`src/rtl/ks_addsub_pipe.sv`:
```
// Three-stage pipelined Kogge-Stone adder/subtractor with valid/ready on both sides.
// Subtraction is A + ~B + 1, with the carry-in folded into the bit-0 generate term.
module ks_addsub_pipe #(
  parameter int WIDTH = 16
) (
  input  logic             clk,
  input  logic             rst_n,
  input  logic             in_valid,
  output logic             in_ready,
  input  logic [WIDTH-1:0] a,
  input  logic [WIDTH-1:0] b,
  input  logic             sub,
  output logic             out_valid,
  input  logic             out_ready,
  output logic [WIDTH-1:0] s,
  output logic             cflag,
  output logic             ovf,
  output logic             zero
);

  localparam int L  = $clog2(WIDTH);
  localparam int L1 = (L + 1) / 2;

  // Handshake: a beat moves across either boundary on a rising edge where
  // valid and ready are both high. The pipeline is a single shift chain that
  // advances only when the output slot is empty or being drained this cycle,
  // so in_ready is that same advance term and never depends on in_valid.
  logic adv;
  assign adv      = ~out_valid | out_ready;
  assign in_ready = adv;

  // ---------------- stage 1: bitwise generate/propagate ----------------
  logic [WIDTH-1:0] bm;
  logic [WIDTH-1:0] g_in;
  logic [WIDTH-1:0] p_in;

  always_comb begin
    bm      = b ^ {WIDTH{sub}};
    p_in    = a ^ bm;
    g_in    = a & bm;
    g_in[0] = g_in[0] | (p_in[0] & sub);
  end

  logic             v1;
  logic [WIDTH-1:0] g1;
  logic [WIDTH-1:0] p1;
  logic             sub1;
  logic             sa1;
  logic             sb1;

  always_ff @(posedge clk) begin
    if (!rst_n) begin
      v1 <= 1'b0;
    end else if (adv) begin
      v1   <= in_valid;
      g1   <= g_in;
      p1   <= p_in;
      sub1 <= sub;
      sa1  <= a[WIDTH-1];
      sb1  <= bm[WIDTH-1];
    end
  end

  // ---------------- stage 2: first half of the prefix tree ----------------
  // Descending bit order lets each level update in place: bit i reads bit
  // i-span before that lower bit is overwritten. Groups that already reach
  // bit 0 (gray cells) only need G, so their P is left as-is.
  logic [WIDTH-1:0] g_mid;
  logic [WIDTH-1:0] p_mid;

  always_comb begin
    g_mid = g1;
    p_mid = p1;
    for (int k = 0; k < L1; k++) begin
      for (int i = WIDTH - 1; i >= 0; i--) begin
        if (i >= (1 << k)) begin
          g_mid[i] = g_mid[i] | (p_mid[i] & g_mid[i - (1 << k)]);
          if (i >= (2 << k)) begin
            p_mid[i] = p_mid[i] & p_mid[i - (1 << k)];
          end
        end
      end
    end
  end

  logic             v2;
  logic [WIDTH-1:0] g2;
  logic [WIDTH-1:0] p2;
  logic [WIDTH-1:0] po2;
  logic             sub2;
  logic             sa2;
  logic             sb2;

  always_ff @(posedge clk) begin
    if (!rst_n) begin
      v2 <= 1'b0;
    end else if (adv) begin
      v2   <= v1;
      g2   <= g_mid;
      p2   <= p_mid;
      po2  <= p1;
      sub2 <= sub1;
      sa2  <= sa1;
      sb2  <= sb1;
    end
  end

  // ---------------- stage 3: remaining levels, sum and flags ----------------
  logic [WIDTH-1:0] g_fin;
  logic [WIDTH-1:0] p_fin;
  logic [WIDTH-1:0] sum;
  logic             cout;
  logic             ovf_nxt;

  always_comb begin
    g_fin = g2;
    p_fin = p2;
    for (int k = L1; k < L; k++) begin
      for (int i = WIDTH - 1; i >= 0; i--) begin
        if (i >= (1 << k)) begin
          g_fin[i] = g_fin[i] | (p_fin[i] & g_fin[i - (1 << k)]);
          if (i >= (2 << k)) begin
            p_fin[i] = p_fin[i] & p_fin[i - (1 << k)];
          end
        end
      end
    end
    // g_fin[i] is now the carry out of bit i; the carry into bit 0 is sub.
    sum[0] = po2[0] ^ sub2;
    for (int i = 1; i < WIDTH; i++) begin
      sum[i] = po2[i] ^ g_fin[i - 1];
    end
    cout = g_fin[WIDTH-1];
    // Equal operand signs with a differing result sign; identical to
    // C(WIDTH-1) ^ C(WIDTH-2) since the MSB propagate is sa2 ^ sb2.
    ovf_nxt = ~(sa2 ^ sb2) & (sum[WIDTH-1] ^ sa2);
  end

  always_ff @(posedge clk) begin
    if (!rst_n) begin
      out_valid <= 1'b0;
      s         <= '0;
      cflag     <= 1'b0;
      ovf       <= 1'b0;
      zero      <= 1'b0;
    end else if (adv) begin
      out_valid <= v2;
      if (v2) begin
        s     <= sum;
        cflag <= cout ^ sub2;
        ovf   <= ovf_nxt;
        zero  <= ~|sum;
      end
    end
  end

endmodule

```
`config.mk`:
```
export PLATFORM = sky130hd
export DESIGN_NAME = ks_addsub_pipe
export DESIGN_NICKNAME = d
export VERILOG_FILES = /design/src/rtl/ks_addsub_pipe.sv
export SDC_FILE = /design/constraint.sdc
export NUM_CORES = 1
export LEC_CHECK = 0
export CORE_ASPECT_RATIO = 1.4
export CORE_MARGIN = 10
export CORE_UTILIZATION = 55
export CTS_BUF_LIST = sky130_fd_sc_hd__clkbuf_8 sky130_fd_sc_hd__clkbuf_16
export CTS_CLUSTER_SIZE = 12
export DETAILED_ROUTE_END_ITERATION = 10
export PLACE_DENSITY = 0.88
export SYNTH_ARGS = -nofsm -noshare
export SYNTH_HDL_FRONTEND = slang
export SYNTH_SLANG_ARGS = --single-unit
export TNS_END_PERCENT = 5
```
`constraint.sdc`:
```
create_clock -name clk -period 4.7 [get_ports clk]
set_clock_uncertainty 0.15 [all_clocks]
set_input_delay 0.94 -clock clk [delete_from_list [all_inputs] [get_ports clk]]
set_output_delay 0.94 -clock clk [all_outputs]
set_load 0.01 [all_outputs]
```
# Yosys cells after proc, flatten, opt, wreduce, memory -nomap -nowiden
# Cells that the tools add are included.
# classes
bitwise	160
reduce_logical	4
# ops
operator	count
1-bit AND	85
1-bit bitwise OR	51
16-bit bitwise XOR	2
1-bit bitwise XOR	19
16-bit AND	1
16-bit OR reduction	1
2-bit AND reduction	2
1-bit inverter	2
1-bit logical NOT	1
# word_totals
reg_bits	108
input_bits	37
output_inout_bits	21

# Longest topological paths before layout
# logic_depth
ltp_word	7
mapped_depth	6
depth_no_buf	5

# Least setup slack after synthesis
# OpenSTA, ideal clock, no wires.
# synth_path
path_type	input-to-reg
startpoint	input port out_ready
endpoint	register g1[0] (enable)
setup_ns	0.450
arrival_ns	3.155
t_required_ns	4.100
setup_slack_ns	0.945
stages	3
path_buffers	1
path_cell_list	nand2b_1 > buf_2 > and2_1
# synth_via
elab_chain_cells	2
# synth_lines
element	line_no	rtl
from (decl)	14	input logic out_ready,
1-bit bitwise OR	29	assign adv = ~out_valid | out_ready;
via in_ready	9	output logic in_ready,
2-bit AND reduction (no source line)	--	
to (signal assigned)	56	g1 <= g_in;
to (decl)	45	logic [WIDTH-1:0] g1;
# The timed path passes the listed nets, and every way through them passes these cells.
# A chain may end at the register's enable or synchronous reset.

# Worst setup path in the final report
# layout_path
startpoint	input port out_ready
endpoint	output port in_ready
# layout_via
elab_chain_cells	1
# layout_lines
element	line_no
1-bit bitwise OR	29
to (decl)	9
# No other way between the ends.

==> flow_summary.ini <==
[setup_path]
worstReg2RegEnd = sa2$_DFFE_PP_
worstSetupPathDepth = 3
crit_path_start = out_ready
crit_slowest_cell = clkdlybuf4s50_1
crit_family = buffers and inverters
worstReg2RegStart = out_valid$_SDFFE_PN0N_
endpoint_kind = output port
required_ns = 3.61
path_cells = clkdlybuf4s50_1 > nand2b_1 > clkdlybuf4s50_1
critPathCapture = in_ready
rrSetupSlack_ns = 2.69
slowest_delay_ns = 0.61
cp.buffers_inverters = 2
crit_path_frequent_cell = clkdlybuf4s50_1
worstSetupPathType = primary input to output port
critPathArrivalTime_ns = 2.28
reg2reg_depth = 2
crit_path_max_fanout = 9
cp-start-kind = primary input

[synthesis]
yosys_warnings = 0
synth_cell_types = 40
yosysMostFrequentCell = edfxtp_1
ys_top_cells_by_area = edfxtp_1, dfxtp_1, a21o_1
ys_seq_area_share_pct = 66.3
ys_async_sr_fraction_pct = 0
synth_cells = 322
synth_top_area_share_pct = 56.2
synthTopCellsByCount = edfxtp_1, nand2_1, a21o_1
synth_seq_cells = 104
synth_edf_count = 82
synthFlopType = edfxtp_1
synth_top_cell_by_area = edfxtp_1
syn_area_per_cell_sq_um = 13.6
synth.cell_area_sq_um = 4380
syn_nets = 374

[floorplan]
die-area_sq_um = 12000
ios = 58
die_h_microns = 126
die_w_microns = 95.4
start_util_pct = 56.5
core.rowCount = 38
core_area_sq_um = 7750

[placed_design]
dp_hpwl_microns = 5790
place_inst = 471
place_congestion = 0.816
port_buffers = 57

[layout]
final_layout_size_suffix_gt1_share_pct = 5.68
multi_input_area_sq_um = 1440
final_util_pct = 67.5
layoutNonFillerInstCount = 487
syn2layout_area_growth_pct = 19.5
antenna_cells = 0
final_nets = 434
fillers = 549
seq_area_sq_um = 2900

[detailed_routing]
routed_via_density = 5.46
wl_microns = 7690
wl_per_cell_microns = 15.8
drtPass1Iterations = 4
via_count = 2659
drt_iter0_drc = 200
postRouteAntennaNets = 0
route.detailed.drc = 0

[worst_hold_path]
hold_path_class = flop to flop

[timing]
fin_crit_sh_pct = 71.8
max_clock_freq_mhz = 296
drv_slew = 0
maxSlewHeadroom_pct = 32.6
period_minus_slack_ns = 3.37
finalSetupTns_ns = 0
final-setup-viol-count = 0
hold_viol_final = 0
worst_slew_pin_slew_ns = 1.01
rsz0062_at_grt = false

[clocking]
worst_skew_pair.late_latency_ns = 0.36
cts.sinks = 104
postCtsHoldBufs = 0
clockRootBuffer = clkbuf_8
cts_tree = yes
cts_buffers = 9
post_cts_resized = 0
cts_setup_buffers = 0
cts-htree-levels = 3
clock_path_buffers = 2
clkTransAtPathRegs_ns = 0.09

[global_route]
grt_use_met1_pct = 13.6
grt.total_usage_pct = 13.0
met3_usage_pct = 3.59
top_usage_layer = met2
grt_pass1_vias = 2722
met2_usage_pct = 22.6
grt_first_pass_wirelength_microns = 12300
antenna_found_initial = 0
grt_max_degree = 83
grt_overflow = 0

[pwr]
leakagePower_nw = 1.98
peakVddDrop_v = 0.000169
powerDensity_nw_per_um2 = 357

[outcome]
status = finished, final reports clean

[flow_run]
drv_cap = 0
cell type report:
class,instances,area share (%)
tap,100,2.39
clock inverter,7,1.22
multi-input combinational,209,27.6
timing repair buffer,57,10.9
clock buffer,9,2.37
sequential,104,55.5
inverter,1,0.0717
metal layers:
metal | wire length [microns] | vias up
met5 | 0 | -
li1 | - | 1313
met1 | 2960 | 1253
met2 | 4010 | 76
met4 | 246 | 0
met3 | 473 | 17
worst reg2reg max path, delay by kind of cell, from the launching register on:
family           cells  cell delay, ns
DFF                  1            0.32
and+or+nand+nor      2            1.13
kinds of logic after synthesis:
kind of cell	count (synthesis)	synth area share, %
XOR/XNOR	26	5.37
adder cells (fa/ha/maj)	15	4.28
buffers and inverters	9	0.828
multiplexers	2	0.486
AO/OA/AOI/OAI	84	14.1
AND/OR/NAND/NOR	82	8.71
flip-flops	104	66.3
power breakdown:
| group | internal [mW] | switching, mW | total, mW | leakage (nW) |
|---|---|---|---|---|
| sequential | 1.08 | 0.0507 | 1.13 | 0.988 |
| combinational | 0.106 | 0.101 | 0.207 | 0.898 |
| clock | 0.242 | 0.287 | 0.529 | 0.0978 |
metrics by stage:
| step | setup slack, ns | area, sq um | hold WS [ns] | total power, mW |
|---|---|---|---|---|
| 4_1_cts | 1.33 | 5230 | 0.277 | 1.88 |
| 3_5_place_dp | 1.34 | 5050 | 0.256 | 1.36 |
| 2_1_floorplan | 0.945 | 4380 | 0.250 | 1.27 |
| 6_report | 1.33 | 5230 | 0.282 | 1.87 |
| 5_1_grt | 1.28 | 5230 | 0.289 | 1.94 |
| 3_3_place_gp | 1.37 | 5050 | 0.254 | 1.35 |
cell usage in the layout (no fill, tap or decap), types with 2 or more instances in the layout:
| master | n |
|---|---|
| nand2_1 | 37 |
| or3_1 | 2 |
| edfxtp_1 | 82 |
| o211a_1 | 4 |
| and2_1 | 6 |
| nor3_1 | 5 |
| dfxtp_1 | 22 |
| nand3_1 | 5 |
| clkbuf_8 | 9 |
| clkdlybuf4s50_1 | 57 |
| a21boi_1 | 3 |
| inv_1 | 2 |
| o21ai_0 | 3 |
| clkinv_2 | 2 |
| a211oi_1 | 7 |
| o21bai_1 | 6 |
| a21boi_0 | 13 |
| and3_1 | 2 |
| ha_1 | 15 |
| a21oi_1 | 13 |
| xor2_1 | 18 |
| o21a_1 | 3 |
| a21bo_2 | 2 |
| nor2b_1 | 2 |
| xnor2_1 | 7 |
| a21o_1 | 25 |
| nor2_1 | 16 |
worst min path at each step:
| stage | startpoint | to | slack [ns] | cells past startpoint |
|---|---|---|---|---|
| 6_report | sa1$_DFFE_PP_ | sa2$_DFFE_PP_ | 0.28 | 0 |
| 5_1_grt | p1[0]$_DFFE_PP_ | p2[0]$_DFFE_PP_ | 0.29 | 0 |
| 4_1_cts | sa1$_DFFE_PP_ | sa2$_DFFE_PP_ | 0.28 | 0 |
| 3_5_place_dp | sa1$_DFFE_PP_ | sa2$_DFFE_PP_ | 0.26 | 0 |
| 3_3_place_gp | sa1$_DFFE_PP_ | sa2$_DFFE_PP_ | 0.25 | 0 |
| 2_1_floorplan | p1[0]$_DFFE_PP_ | p2[0]$_DFFE_PP_ | 0.25 | 0 |
flip-flops by register name (all words and copies together), names as in the netlist:
register	flops
zero	1
out_valid	1
v2	1
sa1	1
po2	14
ovf	1
sa2	1
p1	16
g2	16
s	16
sub2	1
p2	14
sub1	1
g1	16
sb1	1
v1	1
cflag	1
sb2	1
Power figures use the tool's default switching activity.
